## src/rtl/cla_pkg.sv

```systemverilog
// Shared types and constants for the nibble-serial carry-lookahead adder.
package cla_pkg;

  localparam int NIBBLE = 4;

  typedef enum logic [1:0] {
    IDLE = 2'd0,
    RUN  = 2'd1,
    DONE = 2'd2
  } state_t;

endpackage

```

## src/rtl/cla4_slice.sv

```systemverilog
// 4-bit carry-lookahead slice: two-level lookahead carries, group P/G exported.
module cla4_slice (
  input  logic [3:0] a,
  input  logic [3:0] b,
  input  logic       cin,
  output logic [3:0] s,
  output logic       cout,
  output logic       c3,
  output logic       p,
  output logic       g
);

  logic [3:0] pb;
  logic [3:0] gb;
  logic       c1;
  logic       c2;

  assign pb = a ^ b;
  assign gb = a & b;

  // Every carry is a flat sum of products of g/p and cin, no chaining.
  assign c1 = gb[0] | (pb[0] & cin);
  assign c2 = gb[1] | (pb[1] & gb[0]) | (pb[1] & pb[0] & cin);
  assign c3 = gb[2] | (pb[2] & gb[1]) | (pb[2] & pb[1] & gb[0])
            | (pb[2] & pb[1] & pb[0] & cin);

  assign p = &pb;
  assign g = gb[3] | (pb[3] & gb[2]) | (pb[3] & pb[2] & gb[1])
           | (pb[3] & pb[2] & pb[1] & gb[0]);

  assign cout = g | (p & cin);
  assign s    = pb ^ {c3, c2, c1, cin};

endmodule

```

## src/rtl/cla_seq_adder_ctrl.sv

```systemverilog
// Sequencer that time-multiplexes one cla4_slice over WIDTH-bit operands,
// least-significant nibble first, between valid/ready source and sink.
module cla_seq_adder_ctrl
  import cla_pkg::*;
#(
  parameter int WIDTH = 16
) (
  input  logic             clk,
  input  logic             reset,
  input  logic             in_valid,
  output logic             in_ready,
  input  logic [WIDTH-1:0] a,
  input  logic [WIDTH-1:0] b,
  input  logic             cin,
  input  logic             op_sub,
  output logic             out_valid,
  input  logic             out_ready,
  output logic [WIDTH-1:0] sum,
  output logic             cout,
  output logic             ovf,
  output logic             zero,
  output logic [1:0]       dbg_state,
  output logic [1:0]       dbg_pg
);

  localparam int N  = WIDTH / NIBBLE;
  localparam int IW = (N > 1) ? $clog2(N) : 1;
  localparam logic [IW-1:0] LAST = IW'(N - 1);

  // Handshake: a transfer happens on a rising edge where valid and ready are
  // both high; ready never depends on valid, and valid holds until taken.
  state_t             state;
  logic [IW-1:0]      idx;
  logic [WIDTH-1:0]   a_reg;
  logic [WIDTH-1:0]   b_reg;
  logic [WIDTH-1:0]   sum_reg;
  logic               carry;

  logic [NIBBLE-1:0]  a_nib;
  logic [NIBBLE-1:0]  b_nib;
  logic [NIBBLE-1:0]  s_nib;
  logic               s_cout;
  logic               s_c3;
  logic               s_p;
  logic               s_g;
  logic [WIDTH-1:0]   sum_next;

  assign a_nib = a_reg[idx*NIBBLE +: NIBBLE];
  assign b_nib = b_reg[idx*NIBBLE +: NIBBLE];

  cla4_slice u_slice (
    .a    (a_nib),
    .b    (b_nib),
    .cin  (carry),
    .s    (s_nib),
    .cout (s_cout),
    .c3   (s_c3),
    .p    (s_p),
    .g    (s_g)
  );

  always_comb begin
    sum_next = sum_reg;
    sum_next[idx*NIBBLE +: NIBBLE] = s_nib;
  end

  always_ff @(posedge clk or posedge reset) begin
    if (reset) begin
      state   <= IDLE;
      idx     <= '0;
      a_reg   <= '0;
      b_reg   <= '0;
      sum_reg <= '0;
      carry   <= 1'b0;
      cout    <= 1'b0;
      ovf     <= 1'b0;
      zero    <= 1'b0;
    end else begin
      case (state)
        IDLE: begin
          if (in_valid) begin
            a_reg <= a;
            b_reg <= op_sub ? ~b : b;
            carry <= op_sub | cin;
            idx   <= '0;
            state <= RUN;
          end
        end
        RUN: begin
          sum_reg <= sum_next;
          carry   <= s_cout;
          if (idx == LAST) begin
            cout  <= s_cout;
            ovf   <= s_c3 ^ s_cout;
            zero  <= (sum_next == '0);
            state <= DONE;
          end else begin
            idx <= idx + 1'b1;
          end
        end
        DONE: begin
          if (out_ready) state <= IDLE;
        end
        default: state <= IDLE;
      endcase
    end
  end

  // Reset is folded into in_ready so it reads 0 for the whole reset pulse.
  assign in_ready  = (state == IDLE) & ~reset;
  assign out_valid = (state == DONE);
  assign sum       = sum_reg;
  assign dbg_state = state;
  assign dbg_pg    = {s_p, s_g};

endmodule
```

## config.mk

```make
export PLATFORM = sky130hd
export DESIGN_NAME = cla_seq_adder_ctrl
export DESIGN_NICKNAME = d
export VERILOG_FILES = /design/src/rtl/cla_pkg.sv /design/src/rtl/cla4_slice.sv /design/src/rtl/cla_seq_adder_ctrl.sv
export SDC_FILE = /design/constraint.sdc
export NUM_CORES = 1
export LEC_CHECK = 0
export ABC_AREA = 0
export BUFFER_PORTS_ARGS = -buffer_cell sky130_fd_sc_hd__buf_4
export CORE_MARGIN = 5
export CORE_UTILIZATION = 59
export CTS_CLUSTER_SIZE = 40
export DETAILED_ROUTE_END_ITERATION = 10
export PLACE_DENSITY = 0.85
export SLEW_MARGIN = 20
export SYNTH_ARGS = -nofsm -noshare
export SYNTH_HDL_FRONTEND = slang
export SYNTH_SLANG_ARGS = --single-unit
```

## constraint.sdc

```tcl
create_clock -name clk -period 5.75 [get_ports clk]
set_input_delay 1.15 -clock clk [delete_from_list [all_inputs] [get_ports clk]]
set_output_delay 1.15 -clock clk [all_outputs]
set_load 0.05 [all_outputs]
```

==> results of run 1 <==
-- kinds of logic (layout without fill, tap and decap cells) --
logic type | Yosys count | in the layout
compound gates | 58 | 58
xor+xnor | 19 | 19
fa+ha+maj | 12 | 12
buf+inv | 22 | 79
flops | 56 | 56
mux | 28 | 28
simple gates | 75 | 75
-- cell type report --
class	count	share of cell area
multi-input combinational	192	0.407
sequential	56	0.399
tap	67	0.0239
inverter	8	0.00927
timing repair buffer	63	0.135
clock buffer	8	0.0257
-- metal layers --
| metal | share of wire | track usage | vias up | routed length (um) |
|---|---|---|---|---|
| met5 | 0 | 0 | - | 0 |
| met4 | 0.019 | 0.0794 | 0 | 117 |
| met3 | 0.069 | 0.0482 | 10 | 417 |
| met2 | 0.52 | 0.349 | 72 | 3140 |
| met1 | 0.39 | 0.244 | 1047 | 2350 |
| li1 | - | - | 1055 | - |
-- stage by stage --
stage / instances / cell area (um2) / setup slack [ps] / hold WS [ps]
final: 394 / 3510 / 1870 / 492
after detailed placement: 386 / 3420 / 2170 / 477
after global placement: 386 / 3420 / 2230 / 468
after global routing: 394 / 3510 / 1620 / 519
after floorplan: 270 / 2940 / 2410 / 453
after CTS: 394 / 3510 / 1840 / 497
-- path summary, 6_finish.rpt --
path                         from      endpoint  slack (ps)  cells past startpoint
setup reg to reg           idx[0]          zero        2730                      7
hold / removal               cout          cout         490                      2
setup / recovery           idx[0]     dbg_pg[0]        1870                      6
min in group asynchronous   reset  dbg_state[1]         950                      2
hold reg to reg              cout          cout         490                      2
max in group asynchronous   reset       sum[12]        4360                      2
-- cells in the final DEF, fill, tap and decap left out, drive strengths merged --
master	n
nand2	27
nand3	4
o2111ai	1
a21oi	22
xnor2	18
a32oi	1
inv	8
a21o	3
dfrtp	56
o31ai	5
nor2b	2
o21ai	12
o2bb2ai	1
a31oi	4
o21bai	2
mux4	8
mux2	17
xor2	1
o22ai	2
a22o	2
a41o	1
or3	1
o41ai	2
ha	11
nor2	32
nor3b	1
mux2i	3
nand2b	2
fa	1
nor4	2
nor3	4
clkbuf	8
buf	63
-- worst register-to-register path: stages, from the launching register on --
cell	delay (ps)
dfrtp_1	800
mux4_2	650
ha_1	360
a21o_1	190
a21oi_1	170
xor2_1	400
o2111ai_1	180
a31oi_1	200
==> results.md, run 1 <==
* Initial Utilization at 0.614
* Synth area leader: dfrtp_1
* Vias per cell at 5.54
* RSZ-0062 raised after global routing: no
* Min cycle time layout at 3880 ps
* Post-CTS Setup Bufs at 0
* Die height at 80.6 um
* Clock slew seen by the registers of the worst setup and hold paths at 90 ps
* Startpoint class of the critical path: flip-flop
* CORE AREA at 0.00479 mm2
* I/O pin cnt at 63
* Post-synth ARST share at 1.00
* Crit-path max cell delay at 800 ps
* Adder-Cell Fraction of Synth Area at 0.0537
* Synth area leaders: dfrtp_1 (48%), mux4_2 (6.1%), xnor2_1 (5.1%)
* CTS tree: done
* Area occupied by multi-input gates at 0.00143 mm2
* Slew HR at 0.535
* Die ar. at 0.00649 mm2
* Area share of the largest cell type after synthesis at 0.477
* Yosys cell types at 43
* Max cap viols at 0
* DRC at 0
* Slowest library cell on the worst path: dfrtp_1
* Setup TNS Final at 0 ps
* Largest family of logic cells by synthesized area: multiplexers
* Worst-Margin Slew at 698 ps
* Routed Antenna Nets at 0
* Synth Flop Type: dfrtp_1
* Largest net degree at the start of global routing at 57
* Num Clock Sinks at 56
* Post-DP HPWL at 4.63 mm
* CP Data Required Time at 4600 ps
* Post-synthesis simple-gate area fraction at 0.112
* Initial antenna violation count at 0
* Post-Syn Area at 0.00294 mm2
* Register area at 0.00140 mm2
* Commonest cells post-synth: dfrtp_1 (56), nor2_1 (32), nand2_1 (26)
* Final Hold Viols at 0
* Xor-xnor portion of the synthesized cell area at 0.0592
* CP Cell Sequence: mux4_2 -> ha_1 -> a21o_1 -> a21oi_1 -> o21bai_1 -> buf_4
* Final period utilization at 0.675
* Ratio of cells with drive above 1 in the final layout at 0.294
* Port bufs at 62
* Iter 0 DRT Violations at 122
* Wirelength per Cell at 15.3 um
* Synth Area in Compound Gates at 0.124
* Crit Path Max Fanout at 15
* GR Overflow Total at 0
* Setup Viol. Count Final at 0
* First-pass DRT Iterations at 5
* DR vias at 2184
* Post-CTS sizing at 0
* Sequential area share after synthesis at 0.477
* Inserted Diodes at 0
* Mux cell area share after synthesis at 0.137
* First-pass GRT wire length at 10.1 mm
* H-Tree Depth at 2
* RePlAce Congestion at 0.859
* Status: complete, no violations
* Total Routed Length at 6.03 mm
* Area Growth Syn to Fin at 19.5%
* Clk_lat worst skew at 300 ps
* Setup crit end kind: output port
* Number of global-route vias before repair at 2230
* Crit-path leading delay family: flip-flops
* Worst Hold Class: reg -> reg
* Mapped Cells at 270
* Pins Over Slew Limit at 0
* Chip width at 80.6 um
* Hold_buf cts at 0
* Avg Inst Size Synth at 10.9 um2
* Fmax at 0.258 GHz
* Syn nets at 320
* GR Util All Layers at 0.202
* #FFs+latches synth at 56
* Yosys Warn Count at 0
* WP data arrival at 2730 ps
* Crit Path Class: reg -> out
* Clk buf depth at 2
* Cts bufs inserted at 5
* Final #Nets at 376
* Root buf cell: clkbuf_8
* WP buf/inv at 1
* Clock skew at 3.43 ps
* Core Util, Final at 0.734
* Most common cell in the netlist: dfrtp_1
* Fillers at 367
* Rows at 25
* Post-synth EDFFs at 0
Power of run 1 is left out: the tool's default activity adds up to more than one toggle a clock period on the data nets, which glitch-free logic cannot reach.
==> inputs of run 2 (changes only) <==
- ABC_AREA: 0 -> 1
- CORE_UTILIZATION: 59 -> 50
- PLACE_DENSITY: 0.85 -> 0.77
- clock period: 5.75 -> 3.5 ns (I/O delays scaled with it)
==> run 2 against run 1 <==
Net effect: clock skew rose by 6.3 ps; register-to-register slack got worse by 1900 ps; synthesized cell count rose by 49%; clock-buffer cell count fell by 1; sequential share of layout area fell by 2.3 points; global-route usage fell by 1.1 points; synthesized area rose by 5.6%; critical path type unchanged; highest routed layer unchanged.
==> results.md, run 2 <==
* Pins Over Slew Limit at 0 (unchanged)
* Setup crit end kind: output port (unchanged)
* RSZ-0062 raised after global routing: no (unchanged)
* Slew HR at 0.552 (was 0.535)
* DRC at 0 (unchanged)
* Syn nets at 453 (was 320)
* Post-Syn Area at 0.00310 mm2 (was 0.00294 mm2)
* First-pass GRT wire length at 12.0 mm (was 10.1 mm)
* Worst Hold Class: in -> async (was reg -> reg)
* #FFs+latches synth at 56 (unchanged)
* Yosys cell types at 26 (was 43)
* Port bufs at 62 (unchanged)
* Post-synth EDFFs at 0 (unchanged)
* Clk buf depth at 2 (unchanged)
* Final Hold Viols at 0 (unchanged)
* Inserted Diodes at 0 (unchanged)
* VDD IR-drop max at 0.000562 V
* Yosys Warn Count at 0 (unchanged)
* Final cell count without fillers at 537 (was 394)
* Commonest cells post-synth: nand2_1 (121), dfrtp_1 (56), nor2_1 (43), o21ai_0 (43), inv_1 (29) (was dfrtp_1 (56), nor2_1 (32), nand2_1 (26))
* Largest net degree at the start of global routing at 52 (was 57)
* Static leakage at 1.90 nW
* Final #Nets at 511 (was 376)
* Clock slew seen by the registers of the worst setup and hold paths at 90 ps (about the same)
* Mapped Cells at 403 (was 270)
* Crit Path Class: reg -> out (unchanged)
* CORE AREA at 0.00599 mm2 (was 0.00479 mm2)
* DR vias at 2722 (was 2184)
* Core Util, Final at 0.622 (was 0.734)
* Cell Pwr Density at 1110 mW/mm2
* CP Data Required Time at 2800 ps (was 4600 ps)
* Initial Utilization at 0.518 (was 0.614)
* WP data arrival at 2580 ps (was 2730 ps)
* Wirelength per Cell at 13.0 um (was 15.3 um)
* Max cap viols at 0 (unchanged)
* Placed cells at 527 (was 386)
* Status: complete, no violations (unchanged)
* Chip width at 88.8 um (was 80.6 um)
* Commonest non-fill, non-tap cells in the layout: nand2_1 (121), buf_4 (68), dfrtp_1 (56) (was buf_4 (63), dfrtp_1 (56), nor2_1 (32))
* Number of global-route vias before repair at 2654 (was 2230)
* Synth Flop Type: dfrtp_1 (unchanged)
* Crit Path Max Fanout at 12 (was 15)
* Routed Antenna Nets at 0 (unchanged)
* R2R setup slack at 790 ps (was 2730 ps)
* Post-synth ARST share at 1.00 (unchanged)
* Post-DP HPWL at 5.43 mm (was 4.63 mm)
* First-pass DRT Iterations at 4 (was 5)
* CTS tree: done (unchanged)
* Hold_buf cts at 0 (unchanged)
* Avg Inst Size Synth at 7.70 um2 (was 10.9 um2)
* GR Overflow Total at 0 (unchanged)
* Iter 0 DRT Violations at 124 (was 122)
* Clk_lat worst skew at 320 ps (was 300 ps)
* H-Tree Depth at 2 (unchanged)
* Ratio of cells with drive above 1 in the final layout at 0.210 (was 0.294)
* Setup Viol. Count Final at 0 (unchanged)
* Final period utilization at 0.937
* Setup TNS Final at 0 ps (unchanged)
* Total Routed Length at 6.96 mm (was 6.03 mm)
* Final WS setup at 220 ps (was 1870 ps)
* Initial antenna violation count at 0 (unchanged)
* Num Clock Sinks at 56 (unchanged)
* Startpoint class of the critical path: flip-flop (unchanged)
* GR Util All Layers at 0.192 (was 0.202)
* Clock skew at 9.76 ps (was 3.43 ps)
* Synth area leader: dfrtp_1 (unchanged)
* I/O pin cnt at 63 (unchanged)
* FF-to-FF End: zero (unchanged)
* Commonest non-fill, non-tap cell in the layout: nand2_1 (was buf_4)
* Worst-Margin Slew at 671 ps (was 698 ps)
* Pre-CTS setup slack at 528 ps (was 2170 ps)
* Die height at 88.8 um (was 80.6 um)
* Synth area leaders: dfrtp_1 (45%), nand2_1 (15%), o21ai_0 (6.9%) (was dfrtp_1 (48%), mux4_2 (6.1%), xnor2_1 (5.1%))
* RePlAce Congestion at 0.930 (was 0.859)
* R2r startpoint: idx[0] (unchanged)
* Area share of the largest cell type after synthesis at 0.452 (was 0.477)
* Root buf cell: clkbuf_8 (unchanged)
* R2R cell count at 13 (was 7)
* Power, Total at 0.00412 W
* Vias per cell at 5.07 (was 5.54)
* Rows at 28 (was 25)
* Min cycle time layout at 3280 ps
* Cts bufs inserted at 5 (unchanged)
* Sequential area share after synthesis at 0.452 (was 0.477)
* Fmax at 0.305 GHz
* Die ar. at 0.00788 mm2 (was 0.00649 mm2)
* Most common cell in the netlist: nand2_1 (was dfrtp_1)
* Area Growth Syn to Fin at 20.0% (was 19.5%)
## run 2: cell types whose count changed after synthesis, sizes merged, moves of 4 or more
cell,delta
nand4,+8
nand2,+99
o22ai,+10
clkbuf,+6
o21ai,+39
o31ai,-4
nor2,+16
nand3,+4
a21oi,-22
inv,+29
mux2,-17
mux4,-8
## run 2: layout make-up
type                    instances  area, um2
fillers                       565       2270
multi-input cells             292       1480
flip-flops and latches         56       1400
repair buffers                 68        510
inverters                      38        149
well taps                      75       93.8
clock buffers                   7       86.3
clock inverters                 1       7.51
## run 2: metrics by stage
stage	hold WS, ps	instance area (um2)
4_1_cts	492	3700
3_3_place_gp	467	3610
2_1_floorplan	444	3100
6_report	480	3720
3_5_place_dp	468	3610
5_1_grt	509	3720
## run 2: layer usage
| metal | vias to the layer above | wire length, um | GRT usage |
|---|---|---|---|
| met4 | 0 | 46 | 0.0343 |
| met3 | 5 | 420 | 0.0503 |
| li1 | 1404 | - | - |
| met5 | - | 0 | 0 |
| met1 | 1248 | 2950 | 0.242 |
| met2 | 65 | 3550 | 0.334 |
## run 2: kinds of logic after synthesis
group / synth area share
flops: 0.452
xor+xnor: 0.0480
simple gates: 0.256
buf+inv: 0.0730
compound gates: 0.121
fa+ha+maj: 0.0508
## run 2: where the power goes
part	switching [W]	internal, W
logic	0.00173	0.000872
clock network	0.000209	0.000161
registers	0.000222	0.000925
total	0.00216	0.00196
## run 2: worst max-delay path by stage
stage	from	end	slack (ps)	cells past startpoint
2_1_floorplan	idx[0]	dbg_pg[0]	680	13
3_3_place_gp	idx[1]	dbg_pg[0]	610	11
3_5_place_dp	idx[1]	dbg_pg[0]	530	11
4_1_cts	idx[1]	dbg_pg[0]	170	11
5_1_grt	idx[1]	dbg_pg[0]	20	11
6_report	idx[1]	dbg_pg[0]	220	11
## run 2: worst max-delay path: stages, from the launching register on
cell and delay, ps:
dfrtp_1 590, clkinvlp_4 290, o21ai_0 130, o22ai_1 100
ha_1 360, nand2_1 90, nand2_1 60, nor2_2 180
nor2_1 70, nor2_1 140, inv_1 70, buf_4 190
## run 2: repair_timing
item,4_1_cts,5_1_grt
buffers inserted,0,2
gates resized for setup,0,1
setup endpoints to repair,0,1
Note: power is estimated with default switching activity, not from simulation.
==> inputs of run 3 (changes only) <==
- PLACE_DENSITY: 0.77 -> 0.79
==> run 3 against run 2 <==
Net effect: hold slack lost 2.1 ps; clock power decreased by 6.2%; register-to-register slack got worse by 50 ps; wire length rose by 1.9%; largest power group unchanged; highest routed layer unchanged; critical path type unchanged.
==> results.md, run 3 (synthesis results as in run 2) <==
* Status: complete, no violations (unchanged)
* Max cap viols at 0 (unchanged)
* Num Clock Sinks at 56 (unchanged)
* Static leakage at 1.88 nW (was 1.90 nW)
* RePlAce Congestion at 0.849 (was 0.930)
* Worst Hold Class: in -> async (unchanged)
* Inserted Diodes at 0 (unchanged)
* Fmax at 0.312 GHz (was 0.305 GHz)
* Number of global-route vias before repair at 2602 (was 2654)
* Wirelength per Cell at 13.3 um (was 13.0 um)
* CP Data Required Time at 2800 ps (about the same)
* Clk_lat worst skew at 310 ps (was 320 ps)
* I/O pin cnt at 63 (unchanged)
* Largest net degree at the start of global routing at 49 (was 52)
* Clk buf depth at 2 (unchanged)
* Cell Pwr Density at 1110 mW/mm2 (about the same)
* Commonest non-fill, non-tap cells in the layout: nand2_1 (121), buf_4 (66), dfrtp_1 (55) (was nand2_1 (121), buf_4 (68), dfrtp_1 (56))
* Crit. path cell count at 11 (unchanged)
* Vias per cell at 5.16 (was 5.07)
* Crit-path leading delay family: flip-flops (unchanged)
* Final #Nets at 509 (was 511)
* Rows at 28 (unchanged)
* Cts bufs inserted at 5 (unchanged)
* Met2 usage at 0.309 (was 0.334)
* RSZ-0062 raised after global routing: no (unchanged)
* Total Routed Length at 7.09 mm (was 6.96 mm)
* R2R setup slack at 740 ps (was 790 ps)
* DRC at 0 (unchanged)
* First-pass DRT Iterations at 4 (unchanged)
* Setup crit end kind: output port (unchanged)
* Placed cells at 527 (unchanged)
* Crit path launch: idx[0] (was idx[1])
* Crit Path Max Fanout at 19 (was 12)
* CTS tree: done (unchanged)
* R2r startpoint: idx[0] (unchanged)
* Commonest non-fill, non-tap cell in the layout: nand2_1 (unchanged)
* Chip width at 88.8 um (unchanged)
* R2R cell count at 13 (unchanged)
* Initial Utilization at 0.518 (unchanged)
* Clock skew at 2.99 ps (was 9.76 ps)
* DR vias at 2758 (was 2722)
* WP buf/inv at 3 (unchanged)
* CP endpoint: dbg_pg[0] (unchanged)
* Die ar. at 0.00788 mm2 (unchanged)
* GR Overflow Total at 0 (unchanged)
* Setup TNS Final at 0 ps (unchanged)
* FF-to-FF End: zero (unchanged)
* First-pass GRT wire length at 12.1 mm (was 12.0 mm)
* Worst-Margin Slew at 644 ps (was 671 ps)
* Hold_ws at 478 ps (was 480 ps)
* Clock slew seen by the registers of the worst setup and hold paths at 100 ps (was 90 ps)
* Met3 GRT Util at 0.0307 (was 0.0503)
* Global routing usage on met1 at 0.273 (was 0.242)
* Crit Path Class: reg -> out (unchanged)
* Ratio of cells with drive above 1 in the final layout at 0.209 (was 0.210)
* Iter 0 DRT Violations at 118 (was 124)
* Final cell count without fillers at 534 (was 537)
* Setup Viol. Count Final at 0 (unchanged)
* Area Growth Syn to Fin at 19.2% (was 20.0%)
* VDD IR-drop max at 0.000607 V (was 0.000562 V)
* Pins Over Slew Limit at 0 (unchanged)
* Root buf cell: clkbuf_8 (unchanged)
* Min cycle time layout at 3200 ps (was 3280 ps)
* Port bufs at 62 (unchanged)
* Initial antenna violation count at 0 (unchanged)
* Final Hold Viols at 0 (unchanged)
* Post-DP HPWL at 5.52 mm (was 5.43 mm)
* Post-CTS Setup Bufs at 0 (unchanged)
* Final period utilization at 0.915 (was 0.937)
* CORE AREA at 0.00599 mm2 (unchanged)
* Die height at 88.8 um (unchanged)
* WP data arrival at 2500 ps (was 2580 ps)
* Slowest library cell on the worst path: dfrtp_1 (unchanged)
* Crit-path max cell delay at 540 ps (was 590 ps)
* CP Cell Sequence: buf_4 -> o21ai_0 -> o22ai_1 -> ha_1 -> nand2_1 -> nand2_1 -> nor2_2 -> nor2_1 -> nor2_1 -> inv_1 -> buf_4 (was clkinvlp_4 -> o21ai_0 -> o22ai_1 -> ha_1 -> nand2_1 -> nand2_1 -> nor2_2 -> nor2_1 -> nor2_1 -> inv_1 -> buf_4)
* H-Tree Depth at 2 (unchanged)
* Slew HR at 0.570 (was 0.552)
* GR Util All Layers at 0.193 (was 0.192)
* Busiest grt layer: met2 (unchanged)
* Startpoint class of the critical path: flip-flop (unchanged)
* Routed Antenna Nets at 0 (unchanged)
==> run 3: cell count changes in the layout (fill, tap and decap cells not counted) <==
cell      before  now
buf_4         68   66
clkbuf_8       6    5
clkbuf_1       1    0
clkinv_2       0    1
dfrtp_2        0    1
dfrtp_1       56   55
==> run 3: where the power goes <==
group          internal [W]  total [W]  switching (W)
logic              0.000862    0.00260        0.00174
registers          0.000926    0.00114       0.000218
clock network      0.000136   0.000347       0.000211
total               0.00192    0.00409        0.00217
==> run 3: final cells by class <==
class / instances / area, um2
flip-flops and latches: 56 / 1400
multi-input cells: 292 / 1480
clock buffers: 5 / 68.8
clock inverters: 2 / 12.5
fillers: 568 / 2290
repair buffers: 66 / 495
well taps: 75 / 93.8
inverters: 38 / 149
==> run 3: stage by stage <==
step                area (um2)  utilization  setup WS, ps  power, W
floorplan                 3100            -           682   0.00312
global placement          3610        0.603           651   0.00370
detailed placement        3610        0.603           517   0.00376
CTS                       3690        0.616           132   0.00411
global route              3700        0.617          74.5   0.00447
finish                    3700        0.617           297   0.00409
==> run 3: per-layer routing <==
| metal | share of wire | vias to the layer above |
|---|---|---|
| li1 | - | 1398 |
| met1 | 0.45 | 1275 |
| met2 | 0.48 | 75 |
| met3 | 0.053 | 10 |
| met4 | 0.016 | 0 |
| met5 | 0 | - |
==> run 3: worst min-delay path by stage <==
stage / to / slack [ps] / cells after the start
finish: dbg_state[1] / 480 / 2
global route: a_reg[5] / 520 / 2
CTS: dbg_state[1] / 500 / 2
detailed placement: a_reg[11] / 470 / 2
global placement: zero / 470 / 2
floorplan: a_reg[10] / 440 / 2
==> run 3: repair_timing <==
| action | in CTS | in global routing |
|---|---|---|
| resized for setup | 0 | 2 |
| hold buffers | 0 | 0 |
| endpoints found under the setup margin | 0 | 1 |
